===== config.mk =====
export PLATFORM = sky130hd
export DESIGN_NAME = muldiv_unit
export DESIGN_NICKNAME = d
export VERILOG_FILES = /design/src/rtl/muldiv_unit.sv
export SDC_FILE = /design/constraint.sdc
export NUM_CORES = 1
export LEC_CHECK = 0
export CORE_MARGIN = 2
export CORE_UTILIZATION = 53
export DETAILED_ROUTE_END_ITERATION = 8
export PLACE_DENSITY = 0.79
export SLEW_MARGIN = 5
export SYNTH_ARGS = -nofsm -noshare
export SYNTH_HDL_FRONTEND = slang
export SYNTH_SLANG_ARGS = --single-unit

===== constraint.sdc =====
create_clock -name clk -period 3.8 [get_ports clk]
set_clock_uncertainty 0.15 [all_clocks]
set_input_delay 0.38 -clock clk [delete_from_list [all_inputs] [get_ports clk]]
set_output_delay 0.38 -clock clk [all_outputs]
set_load 0.03 [all_outputs]

===== src/rtl/muldiv_unit.sv =====
// Iterative signed/unsigned multiply/divide unit with HI/LO result registers.
// One bit per cycle; start/busy/done handshake and a divide-by-zero flag.
module muldiv_unit #(
  parameter int WIDTH = 32,
  parameter int CNT_W = $clog2(WIDTH + 1)
) (
  input  logic             clk,
  input  logic             rst,
  input  logic             start,
  input  logic [1:0]       op,
  input  logic [WIDTH-1:0] a,
  input  logic [WIDTH-1:0] b,
  input  logic             hi_we,
  input  logic             lo_we,
  input  logic [WIDTH-1:0] wdata,
  output logic             busy,
  output logic             done,
  output logic             div_by_zero,
  output logic [WIDTH-1:0] hi,
  output logic [WIDTH-1:0] lo
);

  typedef enum logic [1:0] {S_IDLE, S_RUN, S_FIX} state_t;

  state_t                 r_state, w_next_state;
  logic [CNT_W-1:0]       r_cnt;
  logic [2*WIDTH-1:0]     r_acc;
  logic [WIDTH-1:0]       r_opnd;
  logic                   r_is_div;
  logic                   r_neg_q;
  logic                   r_neg_r;
  logic                   r_done;
  logic                   r_dbz;
  logic [WIDTH-1:0]       r_hi;
  logic [WIDTH-1:0]       r_lo;

  logic                   w_signed;
  logic                   w_a_neg;
  logic                   w_b_neg;
  logic [WIDTH-1:0]       w_a_mag;
  logic [WIDTH-1:0]       w_b_mag;
  logic                   w_accept;
  logic                   w_dbz;
  logic [WIDTH:0]         w_mul_sum;
  logic [WIDTH:0]         w_div_diff;
  logic [2*WIDTH-1:0]     w_acc_next;
  logic [2*WIDTH-1:0]     w_prod;
  logic [WIDTH-1:0]       w_quo;
  logic [WIDTH-1:0]       w_rem;

  assign w_signed = ~op[0];
  assign w_a_neg  = w_signed & a[WIDTH-1];
  assign w_b_neg  = w_signed & b[WIDTH-1];
  assign w_a_mag  = w_a_neg ? -a : a;
  assign w_b_mag  = w_b_neg ? -b : b;
  assign w_accept = (r_state == S_IDLE) && start;
  assign w_dbz    = w_accept && op[1] && (b == '0);

  // Multiply: low half holds the unconsumed multiplier bits, high half the
  // running partial product; the carry drops into bit 2W-1 on the shift.
  assign w_mul_sum  = {1'b0, r_acc[2*WIDTH-1:WIDTH]} + (r_acc[0] ? {1'b0, r_opnd} : '0);
  // Divide: trial-subtract the divisor from the remainder shifted left by one.
  assign w_div_diff = r_acc[2*WIDTH-1:WIDTH-1] - {1'b0, r_opnd};

  always_comb begin
    w_acc_next = r_acc;
    if (r_is_div) begin
      if (!w_div_diff[WIDTH])
        w_acc_next = {w_div_diff[WIDTH-1:0], r_acc[WIDTH-2:0], 1'b1};
      else
        w_acc_next = {r_acc[2*WIDTH-2:0], 1'b0};
    end else begin
      w_acc_next = {w_mul_sum, r_acc[WIDTH-1:1]};
    end
  end

  assign w_prod = r_neg_q ? -r_acc : r_acc;
  assign w_quo  = r_neg_q ? -r_acc[WIDTH-1:0] : r_acc[WIDTH-1:0];
  assign w_rem  = r_neg_r ? -r_acc[2*WIDTH-1:WIDTH] : r_acc[2*WIDTH-1:WIDTH];

  always_ff @(posedge clk or negedge rst) begin
    if (!rst) r_state <= S_IDLE;
    else      r_state <= w_next_state;
  end

  always_comb begin
    w_next_state = r_state;
    case (r_state)
      S_IDLE: if (w_accept && !w_dbz) w_next_state = S_RUN;
      S_RUN:  if (r_cnt == CNT_W'(1)) w_next_state = S_FIX;
      S_FIX:  w_next_state = S_IDLE;
      default: w_next_state = S_IDLE;
    endcase
  end

  always_ff @(posedge clk or negedge rst) begin
    if (!rst) begin
      r_cnt    <= '0;
      r_acc    <= '0;
      r_opnd   <= '0;
      r_is_div <= 1'b0;
      r_neg_q  <= 1'b0;
      r_neg_r  <= 1'b0;
      r_done   <= 1'b0;
      r_dbz    <= 1'b0;
      r_hi     <= '0;
      r_lo     <= '0;
    end else begin
      r_done <= 1'b0;
      case (r_state)
        S_IDLE: begin
          if (w_accept) begin
            r_dbz <= w_dbz;
            if (w_dbz) begin
              r_done <= 1'b1;
            end else begin
              r_is_div <= op[1];
              r_cnt    <= CNT_W'(WIDTH);
              r_neg_q  <= w_a_neg ^ w_b_neg;
              r_neg_r  <= w_a_neg;
              r_acc    <= {{WIDTH{1'b0}}, (op[1] ? w_a_mag : w_b_mag)};
              r_opnd   <= op[1] ? w_b_mag : w_a_mag;
            end
          end else begin
            if (hi_we) r_hi <= wdata;
            if (lo_we) r_lo <= wdata;
          end
        end
        S_RUN: begin
          r_acc <= w_acc_next;
          r_cnt <= r_cnt - CNT_W'(1);
        end
        S_FIX: begin
          r_done <= 1'b1;
          if (r_is_div) begin
            r_hi <= w_rem;
            r_lo <= w_quo;
          end else begin
            r_hi <= w_prod[2*WIDTH-1:WIDTH];
            r_lo <= w_prod[WIDTH-1:0];
          end
        end
        default: ;
      endcase
    end
  end

  assign busy        = (r_state != S_IDLE);
  assign done        = r_done;
  assign div_by_zero = r_dbz;
  assign hi          = r_hi;
  assign lo          = r_lo;

endmodule


==> reports/summary.json, run 1 <==
{
  "status": {
    "status": "complete, no violations"
  },
  "grt": {
    "grt_first_pass_wirelength_mm": 87.7,
    "grt_overflow_total": 0,
    "grt_max_degree": 87,
    "groute.usage.overall_pct": 37.3,
    "grt_pass1_vias": 15100,
    "initial_antenna_violation_count": 0
  },
  "routing": {
    "num_vias": 15700,
    "drt_drc": 0,
    "detail_route.wl_per_cell_um": 22.2,
    "remaining_antenna_violation_count": 0,
    "viasPerCell": 6.21,
    "drtIter0Drc": 2103,
    "detailedRoute.firstPassIterationCount": 5,
    "routed_wirelength_mm": 56.0
  },
  "place": {
    "io_port_bufs": 169,
    "dpl.hpwl_mm": 45.1,
    "place_area_mm2": 0.0179,
    "finalWeightedCongestion": 1.08
  },
  "clocking": {
    "clockBufferDepth": 2,
    "cts_num_sinks": 173,
    "clk_latency_ns": 0.44,
    "cts_inserted_buffers": 17,
    "cts_tree": "built",
    "clock_tree.htree_level_count": 4,
    "root_buffer_master": "sky130_fd_sc_hd__clkbuf_16",
    "clk_transition_reported_paths_ns": 0.07
  },
  "synthesis": {
    "ys_seq_elements": 173,
    "synth-compound-area-share_pct": 22.7,
    "post_synth_instance_area_mm2": 0.0153,
    "muxShareOfSynthArea_pct": 9.87,
    "yosysSeqAreaShare_pct": 28.3,
    "synth_enable_flop_cells": 0,
    "synth_adder_area_share_pct": 5.99,
    "synth_simple_gate_area_share_pct": 18.5,
    "mappedNetlistNets": 2115,
    "synthesis.area_per_instance_um2": 7.88,
    "async_flop_share_pct": 100,
    "synth-xor-area-share_pct": 9.90,
    "yosysUniqueCellTypes": 77,
    "synth_top_family_by_area": "compound AO/OA/AOI/OAI gates",
    "synth_cells": 1940,
    "synth_flop_cell": "sky130_fd_sc_hd__dfrtp_1",
    "ys_warn_count": 0
  },
  "floorplan": {
    "core_area_mm2": 0.0285,
    "floorplan.initialDensity_pct": 53.6,
    "ios": 170,
    "die_area_mm2": 0.0302,
    "die_w_um": 174,
    "die_y_um": 174,
    "number_of_standard_cell_rows_in_the_floorplan": 62
  },
  "critical_path": {
    "endpoint_kind": "flip-flop",
    "dominant_cell_type_by_count_on_the_critical_path": "sky130_fd_sc_hd__buf_4",
    "path_cells": "inv_1 -> ha_1 -> fa_1 -> nor2b_1 -> o31ai_1 -> a211o_1 -> nand2_1 -> a32o_1 -> o41ai_2 -> buf_4 -> xnor2_4 -> buf_4 -> mux2i_1 -> o221ai_1",
    "worstPathRequired_ns": 3.94,
    "crit_path_max_incr_delay_ns": 0.42,
    "critical_path.slowest_cell": "sky130_fd_sc_hd__fa_1",
    "worstSetupPathType": "flip-flop to flip-flop",
    "worstPathMaxFanout": 10,
    "worstPathArrival_ns": 3.69,
    "worst_setup_path_start_kind": "flip-flop"
  },
  "timing": {
    "hold_violations": 0,
    "max_slew_margin_pct": 37.0,
    "clock.fmax_ghz": 0.281,
    "finalCriticalPeriod_ns": 3.55,
    "max_slew.worst_pin.slew_ns": 0.943,
    "fin_setup_tns_ns": 0,
    "unrepaired_setup_endpoints_after_global_routing": "false",
    "post-route-period-util_pct": 93.5,
    "count_of_pins_over_their_slew_limit": 0,
    "setup_violation_total_in_the_final_timing_report": 0
  },
  "hold_path": {
    "hp-class": "primary input to flip-flop"
  },
  "final_layout": {
    "area_growth_pct": 21.5,
    "count_of_antenna_diodes_in_the_layout": 0,
    "fraction_of_layout_cells_with_a_size_suffix_above_1_pct": 9.22,
    "final_nets": 2299,
    "design_area_mm2": 0.0186
  },
  "pwr": {
    "leakage_nw": 7.72,
    "power_per_cell_area_mw_per_mm2": 980,
    "irDropWorstVdd_uv": 450
  },
  "run": {
    "maxCapViolCount": 0
  }
}
-- cell families after synthesis --
family,after synthesis
xor+xnor,172
mux,149
fa+ha+maj,72
compound gates,571
flops,173
simple gates,618
buf+inv,185
-- per-layer routing --
metal	vias up	wire, µm	track usage [%]	share of wire [%]
li1	7286	-	-	-
met4	0	3210	19.6	5.7
met5	-	0	0	0
met1	7484	23100	49.5	41
met2	762	25300	58.3	45
met3	123	4440	6.75	7.9
-- final cells by class --
cell class                 count  area, µm²
fill                        2495       9970
clock inverter                13        168
tap                          384        480
sequential                   173       4330
inverter                      64        240
multi-input combinational   1582      10300
clock buffer                  19        433
timing repair buffer         286       2630
-- cells in the final DEF (no fill, tap or decap), drive strengths merged, types with 23 or more instances in the layout --
master and count:
inv 71, mux2i 135, ha 70, nand3 24
nand2 232, o21ai 218, a211oi 23, a21o 23
nor2 179, dfrtp 173, nor3 44, buf 118
a21oi 151, xor2 66, xnor2 106, clkdlybuf4s50 167
-- Yosys cell counts, types with 16 or more instances --
cell type                    n  area, µm²
sky130_fd_sc_hd__a21o_1     23        173
sky130_fd_sc_hd__nor2b_1    21        131
sky130_fd_sc_hd__xnor2_1   105        920
sky130_fd_sc_hd__dfrtp_1   173       4330
sky130_fd_sc_hd__or3_1      18        113
sky130_fd_sc_hd__o21ai_0   218       1090
sky130_fd_sc_hd__a21oi_1   151        756
sky130_fd_sc_hd__nor3_1     44        220
sky130_fd_sc_hd__nor4_1     16        100
sky130_fd_sc_hd__o31ai_1    20        150
sky130_fd_sc_hd__clkbuf_1   91        342
sky130_fd_sc_hd__mux2i_1   135       1350
sky130_fd_sc_hd__a22oi_1    19        143
sky130_fd_sc_hd__a211oi_1   23        173
sky130_fd_sc_hd__nor2_1    179        672
sky130_fd_sc_hd__nand3_1    24        120
sky130_fd_sc_hd__inv_1      63        236
sky130_fd_sc_hd__ha_1       70        876
sky130_fd_sc_hd__nand2_1   230        863
sky130_fd_sc_hd__buf_1      17       63.8
sky130_fd_sc_hd__nand2b_1   17        106
sky130_fd_sc_hd__xor2_1     66        578
-- worst paths after layout --
path,slack [ns],end,startpoint,depth (start not counted)
setup / recovery,0.25,r_acc[57],r_acc[31],14
hold reg to reg,0.33,r_opnd[3],r_opnd[3],2
max in group asynchronous,2.26,hi[3],rst,3
hold / removal,0.10,r_is_div,op[1],3
setup reg to reg,0.25,r_acc[57],r_acc[31],14
min in group asynchronous,0.36,r_cnt[3],rst,2
-- critical path, delay by kind of cell, from the launching register on --
| family | cells | cell delay (ns) |
|---|---|---|
| AOI/OAI and AO/OA | 5 | 0.88 |
| adders and majority gates | 2 | 0.64 |
| buffers and inverters | 3 | 0.42 |
| xor gates and xnor gates | 1 | 0.39 |
| DFF | 1 | 0.34 |
| and+or+nand+nor | 2 | 0.30 |
| muxes | 1 | 0.27 |
-- flip-flops by register name (all words and copies together) (netlist names) --
| register | cells |
|---|---|
| div_by_zero | 1 |
| r_opnd | 32 |
| lo | 32 |
| hi | 32 |
| r_cnt | 6 |
| r_neg_r | 1 |
| r_is_div | 1 |
| r_neg_q | 1 |
| done | 1 |
| r_state | 2 |
| r_acc | 64 |
-- through the flow --
stage                     cells  power, W  worst slack, ns  hold slack, ns  util [%]
after floorplan            1940    0.0116           0.0603         -0.0656         -
after global placement     2481    0.0157            0.110           0.260      62.7
after detailed placement   2481    0.0159           0.0770           0.267      62.7
after CTS                  2514    0.0178            0.126          0.0878      64.8
after global routing       2521    0.0194           0.0155           0.102      65.1
final                      2521    0.0182            0.247           0.103      65.1
-- power breakdown --
group	leakage, nW	switching, W	internal, W
clock	0.291	0.000838	0.000998
combinational	5.38	0.00752	0.00522
sequential	2.05	0.000872	0.00275
-- what timing repair did --
item	CTS	global route
endpoints found under the hold margin	62	0
hold buffers	1	0
buffers inserted	0	7
resized for setup	0	5
setup endpoints to repair	0	21
Note: power is estimated with default switching activity, not from simulation.
==> run 2, diff against run 1 <==
REMOVE_ABC_BUFFERS = 1   (was unset)
==> run 2 against run 1 <==
Compared with the run above: core utilization grew 0.56 points; non-clock buffer count grew 20; count of clock-buffer cells in the layout shrank 1; power shrank 0.45%; sequential cell count is the same; largest cell class unchanged; maximum frequency shrank 2.1%; global-route usage shrank 3.9 points.
==> reports/summary.json, run 2 (synthesis gave the netlist of run 1 again) <==
{
  "clocking": {
    "clk_transition_reported_paths": {"value": 0.08, "unit": "ns", "change": "about the same"},
    "root_buffer_master": "sky130_fd_sc_hd__clkbuf_16",
    "cts_inserted_buffers": {"value": 17, "change": "unchanged"},
    "cts_num_sinks": {"value": 173, "change": "unchanged"},
    "clk_latency": {"value": 0.44, "unit": "ns", "change": "about the same"},
    "cts_tree": "built",
    "clock_tree.htree_level_count": {"value": 4, "change": "unchanged"},
    "clockBufferDepth": {"value": 2, "change": "unchanged"}
  },
  "final_layout": {
    "layout_commonest_cell": "sky130_fd_sc_hd__nand2_1",
    "fillerInstances": {"value": 2412, "change": "-3.3%"},
    "count_of_antenna_diodes_in_the_layout": {"value": 0, "change": "unchanged"},
    "area_growth_pct": 22.5,
    "largest_register_ffs": {"value": 64, "change": "unchanged"},
    "layout.cells.most_common_list": "sky130_fd_sc_hd__nand2_1 (230), sky130_fd_sc_hd__o21ai_0 (218), sky130_fd_sc_hd__nor2_1 (179), sky130_fd_sc_hd__dfrtp_1 (172), sky130_fd_sc_hd__clkdlybuf4s50_1 (167)",
    "ff_latch_area": {"value": 0.00433, "unit": "mm²", "change": "unchanged"},
    "fraction_of_layout_cells_with_a_size_suffix_above_1": {"value": 10.2, "unit": "%", "change": "+0.93 points"},
    "final_nets": {"value": 2319, "change": "+0.87%"},
    "largest_register": "r_acc",
    "multiInputGateArea": {"value": 0.0103, "unit": "mm²", "change": "+0.15%"},
    "utilization_of_the_core_after_routing": {"value": 65.6, "unit": "%", "change": "+0.56 points"}
  },
  "critical_path": {
    "timing.reg2reg.setup_slack": {"value": 0.17, "unit": "ns", "change": "-0.07 ns"},
    "path_cells": "or4_4 -> or4_1 -> or2_1 -> or3_1 -> buf_4 -> nand2_8 -> nand2_2 -> o41ai_2 -> xor2_1 -> a21oi_1",
    "crit_path_max_incr_delay": {"value": 0.58, "unit": "ns", "change": "+0.16 ns"},
    "worst_setup_path_start_kind": "flip-flop",
    "worstPathMaxFanout": {"value": 5, "change": "-5"},
    "path_buf_inv": {"value": 1, "change": "-2"},
    "worstSetupPathType": "flip-flop to flip-flop",
    "path_delay_family": "simple AND/OR/NAND/NOR gates",
    "worstPathArrival": {"value": 3.75, "unit": "ns", "change": "+0.06 ns"},
    "worstPathRequired": {"value": 3.92, "unit": "ns", "change": "-0.02 ns"},
    "regToRegStartpoint": "r_acc[26]",
    "endpoint_kind": "flip-flop",
    "timing.rr.end": "hi[25]",
    "rr_worst_depth": {"value": 10, "change": "-4"},
    "critical_path.slowest_cell": "sky130_fd_sc_hd__or4_4"
  },
  "pwr": {
    "power.share.sequential": {"value": 19.9, "unit": "%", "change": "about the same"},
    "power_report.internal_total": {"value": 0.00900, "unit": "W", "change": "+0.45%"},
    "leakage": {"value": 7.82, "unit": "nW", "change": "+1.3%"},
    "irDropWorstVdd": {"value": 462, "unit": "µV", "change": "+2.8%"},
    "power": {"value": 0.0181, "unit": "W", "change": "-0.45%"},
    "power.switching": {"value": 0.00911, "unit": "W", "change": "-1.3%"},
    "power_per_cell_area": {"value": 967, "unit": "mW/mm²", "change": "-1.3%"},
    "power.combinational.fraction": {"value": 69.8, "unit": "%", "change": "-0.2 points"},
    "netSwitchingFraction": {"value": 50.3, "unit": "%", "change": "-0.45 points"},
    "power.clock.fraction": {"value": 10.4, "unit": "%", "change": "+0.3 points"}
  },
  "routing": {
    "drtIter0Drc": {"value": 1714, "change": "-18%"},
    "num_vias": {"value": 15600, "change": "-0.49%"},
    "detail_route.wl_per_cell": {"value": 20.1, "unit": "µm", "change": "-9.6%"},
    "remaining_antenna_violation_count": {"value": 0, "change": "unchanged"},
    "routed_wirelength": {"value": 51.0, "unit": "mm", "change": "-8.9%"},
    "detailedRoute.firstPassIterationCount": {"value": 5, "change": "unchanged"},
    "drt_drc": {"value": 0, "change": "unchanged"},
    "viasPerCell": {"value": 6.13, "change": "-1.3%"}
  },
  "grt": {
    "initial_antenna_violation_count": {"value": 0, "change": "unchanged"},
    "grt_pass1_vias": {"value": 15100, "change": "+0.27%"},
    "groute.usage.overall": {"value": 33.5, "unit": "%", "change": "-3.9 points"},
    "grt_first_pass_wirelength": {"value": 80.8, "unit": "mm", "change": "-7.9%"},
    "grt_max_degree": {"value": 87, "change": "unchanged"},
    "grt_overflow_total": {"value": 0, "change": "unchanged"}
  },
  "hold_path": {
    "hold_start": "op[1]",
    "timing.hold.worst_path_depth": {"value": 5, "change": "+2"},
    "hp-class": "primary input to flip-flop",
    "min_delay_worst_endpoint": "done"
  },
  "timing": {
    "hold_violations": {"value": 0, "change": "unchanged"},
    "max_slew.worst_pin.slew": {"value": 1.26, "unit": "ns", "change": "+0.321 ns"},
    "unrepaired_setup_endpoints_after_global_routing": "false",
    "setup_violation_total_in_the_final_timing_report": {"value": 0, "change": "unchanged"},
    "clock.fmax": {"value": 0.276, "unit": "GHz", "change": "-2.1%"},
    "post-route-period-util": {"value": 95.5, "unit": "%", "change": "+2.0 points"},
    "max_slew_margin": {"value": 15.8, "unit": "%", "change": "-21 points"},
    "fin_setup_tns": {"value": 0, "unit": "ns", "change": "unchanged"},
    "finalCriticalPeriod": {"value": 3.63, "unit": "ns", "change": "+0.0746 ns"},
    "count_of_pins_over_their_slew_limit": {"value": 0, "change": "unchanged"}
  },
  "floorplan": {
    "die_w": {"value": 174, "unit": "µm", "change": "unchanged"},
    "die_y": {"value": 174, "unit": "µm", "change": "unchanged"},
    "ios": {"value": 170, "change": "unchanged"},
    "die_area": {"value": 0.0302, "unit": "mm²", "change": "unchanged"},
    "floorplan.initialDensity": {"value": 53.6, "unit": "%", "change": "unchanged"},
    "core_area": {"value": 0.0285, "unit": "mm²", "change": "unchanged"},
    "number_of_standard_cell_rows_in_the_floorplan": {"value": 62, "change": "unchanged"}
  },
  "run": {
    "maxCapViolCount": {"value": 0, "change": "unchanged"}
  },
  "status": {
    "status": "complete, no violations"
  },
  "place": {
    "dpl.hpwl": {"value": 39.7, "unit": "mm", "change": "-12%"},
    "finalWeightedCongestion": {"value": 0.947, "change": "-13%"},
    "io_port_bufs": {"value": 169, "change": "unchanged"}
  }
}
run 2: cell count changes in the layout (fill, tap and decap cells not counted), sizes merged:
cell / before / now
clkbuf: 19 / 18
inv: 71 / 73
clkinvlp: 1 / 0
buf: 118 / 138
run 2: layout make-up:
type                       count  share of cell area [%]
clock inverter                14                   0.888
sequential                   173                    23.1
tap                          384                    2.56
clock buffer                  18                    2.29
timing repair buffer         306                    14.8
multi-input combinational   1582                    55.0
inverter                      64                    1.28
run 2: power groups by stage:
stage | Sequential [W] | Combinational [W] | Clock [W]
final | 0.00360 | 0.0126 | 0.00188
after global routing | 0.00369 | 0.0137 | 0.00194
after CTS | 0.00356 | 0.0124 | 0.00188
after detailed placement | 0.00359 | 0.0123 | 0
after global placement | 0.00355 | 0.0121 | 0
after floorplan | 0.00420 | 0.00729 | 0
run 2: metrics by stage:
step / instance area (µm²) / hold WS, ns / instances / worst slack [ns]
6_report: 18700 / 0.294 / 2541 / 0.172
2_1_floorplan: 14800 / -0.0656 / 1819 / -3.05
4_1_cts: 18700 / 0.292 / 2541 / 0.183
5_1_grt: 18700 / 0.324 / 2541 / 0.0127
3_5_place_dp: 18100 / 0.321 / 2508 / 0.195
3_3_place_gp: 18100 / 0.313 / 2508 / 0.271
run 2: worst max-delay path by stage:
stage,startpoint,to,slack (ns),cells past startpoint
2_1_floorplan,b[23],r_opnd[16],-3.05,6
3_3_place_gp,b[15],r_acc[24],0.27,9
3_5_place_dp,b[15],r_acc[30],0.19,10
4_1_cts,r_acc[26],hi[25],0.18,10
5_1_grt,r_acc[31],r_acc[46],0.01,14
6_report,r_acc[26],hi[25],0.17,10
run 2: tightest hold or removal path: stages:
cell	delay, ns
sky130_fd_sc_hd__buf_2	0.13
sky130_fd_sc_hd__nand2b_1	0.09
sky130_fd_sc_hd__nor4_1	0.06
sky130_fd_sc_hd__a21oi_1	0.13
sky130_fd_sc_hd__nor2_1	0.05
run 2: per-layer routing:
| metal | share of wire (%) | wire length (µm) | global-route usage (%) | up-vias |
|---|---|---|---|---|
| met2 | 44 | 22700 | 52.4 | 725 |
| li1 | - | - | - | 7321 |
| met4 | 3.0 | 1540 | 12.3 | 0 |
| met3 | 8.5 | 4330 | 5.66 | 111 |
| met1 | 44 | 22500 | 46.6 | 7422 |
| met5 | 0 | 0 | 0 | - |
run 2: repair_timing:
item / 4_1_cts / 5_1_grt
gates resized for setup: 0 / 6
hold buffers: 1 / 0
buffers inserted: 0 / 0
hold endpoints to repair: 79 / 0
setup endpoints to repair: 0 / 7
==> run 3, diff against run 2 <==
ABC_AREA = 1   (was unset)
CORE_UTILIZATION = 54   (was 53)
==> run 3 against run 2 <==
Compared with the run above: maximum frequency grew 14%; worst setup slack gained 0.44 ns; global-route usage grew 8.7 points; cell area grew 11%; clock power shrank 4%; register-to-register slack gained 0.44 ns; die area grew 15%; synthesized cell count grew 56%; final cell count grew 42%; combinational power grew 14%; non-clock buffer count shrank 91; critical path type unchanged; critical endpoint is now r_acc[0]; largest cell class unchanged.
==> reports/summary.json, run 3 <==
{
  "status": {
    "status": "complete, no violations"
  },
  "final_layout": {
    "fraction_of_layout_cells_with_a_size_suffix_above_1": {"value": 4.55, "unit": "%", "change": "-5.6 points"},
    "multiInputGateArea": {"value": 0.0118, "unit": "mm²", "change": "+14%"},
    "ff_latch_area": {"value": 0.00433, "unit": "mm²", "change": "unchanged"},
    "largest_register_ffs": {"value": 64, "change": "unchanged"},
    "area_growth_pct": 15.5,
    "final_nets": {"value": 3329, "change": "+44%"},
    "largest_register": "r_acc",
    "utilization_of_the_core_after_routing": {"value": 63.6, "unit": "%", "change": "-2.0 points"},
    "design_area": {"value": 0.0208, "unit": "mm²", "change": "+11%"},
    "fillerInstances": {"value": 3082, "change": "+28%"},
    "layout.cells.most_common_list": "sky130_fd_sc_hd__nand2_1 (927), sky130_fd_sc_hd__inv_1 (374), sky130_fd_sc_hd__nor2_1 (324), sky130_fd_sc_hd__nand3_1 (308), sky130_fd_sc_hd__o21ai_0 (186)",
    "count_of_antenna_diodes_in_the_layout": {"value": 0, "change": "unchanged"},
    "layout_commonest_cell": "sky130_fd_sc_hd__nand2_1"
  },
  "floorplan": {
    "die_w": {"value": 186, "unit": "µm", "change": "+7.2%"},
    "ios": {"value": 170, "change": "unchanged"},
    "die_area": {"value": 0.0348, "unit": "mm²", "change": "+15%"},
    "die_y": {"value": 186, "unit": "µm", "change": "+7.2%"},
    "core_area": {"value": 0.0326, "unit": "mm²", "change": "+14%"},
    "floorplan.initialDensity": {"value": 55.1, "unit": "%", "change": "+1.5 points"},
    "number_of_standard_cell_rows_in_the_floorplan": {"value": 66, "change": "+6.5%"}
  },
  "clocking": {
    "ctsResizeCount": {"value": 0, "change": "unchanged"},
    "clk_transition_reported_paths": {"value": 0.08, "unit": "ns", "change": "about the same"},
    "cts_num_sinks": {"value": 173, "change": "unchanged"},
    "clock_tree.htree_level_count": {"value": 4, "change": "unchanged"},
    "cts_inserted_buffers": {"value": 17, "change": "unchanged"},
    "clockBufferDepth": {"value": 2, "change": "unchanged"},
    "clk_latency": {"value": 0.47, "unit": "ns", "change": "+0.03 ns"},
    "cts_tree": "built",
    "root_buffer_master": "sky130_fd_sc_hd__clkbuf_16"
  },
  "hold_path": {
    "hp-class": "flip-flop to flip-flop",
    "hold_start": "lo[31]",
    "timing.hold.worst_path_depth": {"value": 2, "change": "-3"},
    "min_delay_worst_endpoint": "lo[31]"
  },
  "synthesis": {
    "synth_cells": {"value": 3023, "change": "+56%"},
    "yosys-top-cells-area": "sky130_fd_sc_hd__dfrtp_1 (24%), sky130_fd_sc_hd__nand2_1 (19%), sky130_fd_sc_hd__nand3_1 (8.6%)",
    "yosys-top-cells-count": "sky130_fd_sc_hd__nand2_1 (927), sky130_fd_sc_hd__inv_1 (374), sky130_fd_sc_hd__nor2_1 (325)",
    "synth-xor-area-share": {"value": 3.17, "unit": "%", "change": "-6.7 points"},
    "post_synth_instance_area": {"value": 0.0180, "unit": "mm²", "change": "+18%"},
    "synthesis.area_per_instance": {"value": 5.95, "unit": "µm²", "change": "-25%"},
    "synth_enable_flop_cells": {"value": 0, "change": "unchanged"},
    "synthDominantAreaCellType": "sky130_fd_sc_hd__dfrtp_1",
    "yosysUniqueCellTypes": {"value": 57, "change": "-26%"},
    "synth_flop_cell": "sky130_fd_sc_hd__dfrtp_1",
    "yosysSeqAreaShare": {"value": 24.1, "unit": "%", "change": "-4.2 points"},
    "synth_top_family_by_area": "simple AND/OR/NAND/NOR gates",
    "synthMostInstantiatedCell": "sky130_fd_sc_hd__nand2_1",
    "synth-compound-area-share": {"value": 16.5, "unit": "%", "change": "-6.1 points"},
    "async_flop_share": {"value": 100, "unit": "%", "change": "unchanged"},
    "muxShareOfSynthArea": {"value": 0.0627, "unit": "%", "change": "-9.8 points"},
    "synth.top_cell.area_share": {"value": 24.1, "unit": "%", "change": "-4.2 points"},
    "ys_seq_elements": {"value": 173, "change": "unchanged"},
    "synth_adder_area_share": {"value": 5.10, "unit": "%", "change": "-0.89 points"},
    "ys_warn_count": {"value": 0, "change": "unchanged"},
    "synth_simple_gate_area_share": {"value": 40.4, "unit": "%", "change": "+22 points"}
  },
  "critical_path": {
    "regToRegStartpoint": "r_acc[31]",
    "worstPathArrival": {"value": 3.37, "unit": "ns", "change": "-0.38 ns"},
    "timing.reg2reg.setup_slack": {"value": 0.61, "unit": "ns", "change": "+0.44 ns"},
    "rr_worst_depth": {"value": 17, "change": "+7"},
    "endpoint_kind": "flip-flop",
    "timing.rr.end": "r_acc[0]",
    "worstPathRequired": {"value": 3.98, "unit": "ns", "change": "+0.06 ns"},
    "worstSetupPathType": "flip-flop to flip-flop",
    "worst_setup_path_start_kind": "flip-flop",
    "worstPathMaxFanout": {"value": 21, "change": "+16"}
  },
  "timing": {
    "count_of_pins_over_their_slew_limit": {"value": 0, "change": "unchanged"},
    "unrepaired_setup_endpoints_after_global_routing": "false",
    "finalCriticalPeriod": {"value": 3.19, "unit": "ns", "change": "-0.436 ns"},
    "max_slew_margin": {"value": 30.4, "unit": "%", "change": "+15 points"},
    "setup_violation_total_in_the_final_timing_report": {"value": 0, "change": "unchanged"},
    "post-route-period-util": {"value": 84.0, "unit": "%", "change": "-11 points"},
    "hold_violations": {"value": 0, "change": "unchanged"},
    "max_slew.worst_pin.slew": {"value": 1.04, "unit": "ns", "change": "-0.221 ns"},
    "clock.fmax": {"value": 0.313, "unit": "GHz", "change": "+14%"},
    "timing.final.ws_setup": {"value": 0.608, "unit": "ns", "change": "+0.436 ns"}
  },
  "routing": {
    "routed_wirelength": {"value": 74.5, "unit": "mm", "change": "+46%"},
    "remaining_antenna_violation_count": {"value": 0, "change": "unchanged"},
    "viasPerCell": {"value": 6.05, "change": "-1.4%"},
    "detail_route.wl_per_cell": {"value": 20.6, "unit": "µm", "change": "+2.8%"},
    "drt_drc": {"value": 0, "change": "unchanged"},
    "num_vias": {"value": 21800, "change": "+40%"},
    "detailedRoute.firstPassIterationCount": {"value": 6, "change": "+1"},
    "drtIter0Drc": {"value": 2867, "change": "+67%"}
  },
  "grt": {
    "groute.usage.overall": {"value": 42.2, "unit": "%", "change": "+8.7 points"},
    "grt_overflow_total": {"value": 0, "change": "unchanged"},
    "grt_first_pass_wirelength": {"value": 114, "unit": "mm", "change": "+41%"},
    "grt_max_degree": {"value": 96, "change": "+10%"},
    "grt_pass1_vias": {"value": 20000, "change": "+32%"},
    "initial_antenna_violation_count": {"value": 0, "change": "unchanged"}
  },
  "pwr": {
    "irDropWorstVdd": {"value": 553, "unit": "µV", "change": "+20%"},
    "power.switching": {"value": 0.0116, "unit": "W", "change": "+28%"},
    "power.combinational.fraction": {"value": 71.6, "unit": "%", "change": "+1.8 points"},
    "power.clock.fraction": {"value": 9.0, "unit": "%", "change": "-1.4 points"},
    "netSwitchingFraction": {"value": 57.9, "unit": "%", "change": "+7.6 points"},
    "power_per_cell_area": {"value": 968, "unit": "mW/mm²", "change": "about the same"},
    "power": {"value": 0.0201, "unit": "W", "change": "+11%"},
    "leakage": {"value": 10.1, "unit": "nW", "change": "+29%"},
    "power_report.internal_total": {"value": 0.00845, "unit": "W", "change": "-6.1%"},
    "power.share.sequential": {"value": 19.4, "unit": "%", "change": "-0.5 points"}
  },
  "run": {
    "maxCapViolCount": {"value": 0, "change": "unchanged"}
  },
  "place": {
    "io_port_bufs": {"value": 169, "change": "unchanged"},
    "place_area": {"value": 0.0201, "unit": "mm²", "change": "+11%"},
    "dpl.hpwl": {"value": 59.5, "unit": "mm", "change": "+50%"},
    "finalWeightedCongestion": {"value": 1.07, "change": "+13%"},
    "dp_slack": {"value": 0.626, "unit": "ns", "change": "+0.431 ns"}
  }
}
[run 3: repair_timing]
action,CTS,global route
hold endpoints to repair,92,0
hold buffers,1,0
buffers inserted,0,0
[run 3: per-stage QoR]
| step | std cells | setup TNS [ns] | hold WS [ns] |
|---|---|---|---|
| after floorplan | 2920 | -0.986 | -0.0656 |
| after global placement | 3576 | 0 | 0.322 |
| after detailed placement | 3576 | 0 | 0.325 |
| after CTS | 3609 | 0 | 0.349 |
| after global routing | 3609 | 0 | 0.365 |
| final | 3609 | 0 | 0.345 |
[run 3: cells by family (layout without fill, tap and decap cells)]
logic type	count (synthesis)	after routing
DFF	173	173
buffers and inverters	487	631
adders and majority gates	72	72
muxes	1	1
and+or+nand+nor	1713	1713
xor gates and xnor gates	65	65
AOI/OAI and AO/OA	512	512
[run 3: final cells by class]
| type | instances | share of cell area, % |
|---|---|---|
| Clock buffer | 17 | 2.05 |
| Clock inverter | 15 | 0.838 |
| Sequential cell | 173 | 20.9 |
| Timing Repair Buffer | 215 | 10.0 |
| Multi-Input combinational cell | 2363 | 56.6 |
| Inverter | 384 | 6.95 |
| Tap cell | 442 | 2.66 |
[run 3: per-layer routing]
metal	part of all wire (%)	vias up	GRT usage [%]
li1	-	10100	-
met1	40	10000	56.7
met5	0	-	0
met3	12	224	9.48
met2	43	1421	65.1
met4	4.8	0	19.0
[run 3: critical path: stages (launching register included)]
cell	delay, ns
sky130_fd_sc_hd__dfrtp_1	0.43
sky130_fd_sc_hd__inv_2	0.09
sky130_fd_sc_hd__ha_1	0.24
sky130_fd_sc_hd__fa_1	0.42
sky130_fd_sc_hd__inv_1	0.09
sky130_fd_sc_hd__nand2_1	0.05
sky130_fd_sc_hd__nand2_1	0.07
sky130_fd_sc_hd__nand3_1	0.08
sky130_fd_sc_hd__nand2_2	0.10
sky130_fd_sc_hd__nand2_1	0.08
sky130_fd_sc_hd__nand2_2	0.10
sky130_fd_sc_hd__nand2_2	0.07
sky130_fd_sc_hd__nand2_1	0.08
sky130_fd_sc_hd__nand2_1	0.07
sky130_fd_sc_hd__nand2_2	0.37
sky130_fd_sc_hd__nand2_2	0.25
sky130_fd_sc_hd__o211ai_1	0.15
sky130_fd_sc_hd__o211ai_1	0.15
[run 3: how the worst max path moves through the flow]
stage | from | to
after floorplan | b[0] | r_opnd[31]
after global placement | b[0] | r_acc[30]
after detailed placement | b[0] | r_acc[26]
after CTS | r_acc[31] | r_acc[45]
after global routing | r_acc[32] | r_acc[45]
final | r_acc[31] | r_acc[0]
[run 3: power groups by stage]
stage | Clock (W) | Sequential [W] | Combinational [W]
after global placement | 0 | 0.00379 | 0.0136
final | 0.00181 | 0.00390 | 0.0144
after detailed placement | 0 | 0.00383 | 0.0139
after global routing | 0.00188 | 0.00394 | 0.0158
after CTS | 0.00181 | 0.00380 | 0.0140
after floorplan | 0 | 0.00432 | 0.00861
==> variant, RTL diff (flow settings as in run 2) <==
Set the parameter `WIDTH` to 16 (it was 32).
--- a/src/rtl/muldiv_unit.sv
+++ b/src/rtl/muldiv_unit.sv
@@ -3,3 +3,3 @@
 module muldiv_unit #(
-  parameter int WIDTH = 32,
+  parameter int WIDTH = 16,
   parameter int CNT_W = $clog2(WIDTH + 1)
Ports: changed (5 resized); port bits go from 170 to 90. No check against the original RTL was run, so the function may have changed too.
==> variant against run 2 <==
Total power is 52% lower; sequential share of layout area is 1.9 points higher; critical path type unchanged; sequential cell count is 81 lower; setup slack better by 0.21 ns; largest power group unchanged; area after synthesis is 49% lower; final area is 51% lower; core utilization is 1.7 points lower; highest routed layer unchanged; clock power is 47% lower; wire length is 57% lower.
==> variant: results <==
{
  "internal_power_w": 0.00447,
  "antenna_cells": 0,
  "placed_area_um2": 8890,
  "yosysUniqueCellTypes": 72,
  "power_clock_w": 0.00100,
  "p_sw_share_pct": 48.4,
  "startpoint": "r_acc[15]$_DFFE_PN0P_",
  "fillers": 1243,
  "peakVddDrop_mv": 0.369,
  "htreeDepth": 3,
  "layout.area.seq_um2": 2300,
  "synthToLayoutAreaGrowth_pct": 18.9,
  "hold_class": "flip-flop to flip-flop",
  "crit_slowest_cell": "dfrtp_1",
  "clk_share_pct": 3.49,
  "worst-r2r-setup-slack_ns": 0.39,
  "syn_inst": 954,
  "critical_path_peak_fanout": 13,
  "stdcell_count": 1221,
  "clock_latency_ns": 0.36,
  "via_count": 7428,
  "final_net_count": 1127,
  "synth_compound_area_share_pct": 23.9,
  "synth_xor_area_share_pct": 8.81,
  "portBuffers": 89,
  "gp_congestion": 0.915,
  "synth-seq-cells": 92,
  "multi_input_cells": 771,
  "num-clock-buffers": 9,
  "grt_max_degree": 65,
  "endpoint": "r_acc[27]$_DFFE_PN0P_",
  "nonClockInverterCount": 43,
  "seq_power_w": 0.00196,
  "clkTransAtPathRegs_ns": 0.07,
  "tightest_slew_ns": 1.11,
  "grt_pass1_wl_um": 36000,
  "wirelength_um": 22000,
  "grt.total_usage_pct": 28.3,
  "synthTopCellsByArea": "dfrtp_1, mux2i_1, ha_1, a21oi_1, o21ai_0",
  "status": "finished, final reports clean",
  "leakage_nw": 3.81,
  "pre_cts_slack_ns": 0.458,
  "netlist_top_cells_count": "nor2_1, a21oi_1, dfrtp_1, o21ai_0, nand2_1",
  "largest_reg_flops": 32,
  "hpwl_um": 16900,
  "reg2reg_depth": 11,
  "buf_share_pct": 11.8,
  "crit_family": "compound AO/OA/AOI/OAI gates",
  "cpPeakStageDelay_ns": 0.41,
  "drtIter0Drc": 697,
  "grt_pass1_vias": 7112,
  "synth.yosys.seq_area_share_pct": 29.7,
  "multi_input_area_um2": 5120,
  "post_route_cells_drive_above_1_share_pct": 7.04
}
variant: layer usage:
layer | share of wire [%] | track usage [%] | vias up
met5 | 0 | 0 | -
met4 | 3.7 | 11.8 | 0
met3 | 6.9 | 4.58 | 54
met2 | 44 | 44.1 | 309
met1 | 45 | 39.3 | 3466
li1 | - | - | 3599
variant: how the worst min path moves through the flow:
stage / from / end / slack (ns) / cells past startpoint
CTS: r_opnd[7]$_DFFE_PN0P_ / r_opnd[7]$_DFFE_PN0P_ / 0.33 / 1
global route: r_opnd[7]$_DFFE_PN0P_ / r_opnd[7]$_DFFE_PN0P_ / 0.36 / 1
global placement: r_opnd[7]$_DFFE_PN0P_ / r_opnd[7]$_DFFE_PN0P_ / 0.31 / 1
detailed placement: r_opnd[7]$_DFFE_PN0P_ / r_opnd[7]$_DFFE_PN0P_ / 0.32 / 1
finish: r_opnd[7]$_DFFE_PN0P_ / r_opnd[7]$_DFFE_PN0P_ / 0.33 / 1
floorplan: rst / div_by_zero$_DFFE_PN0P_ / -0.07 / 0
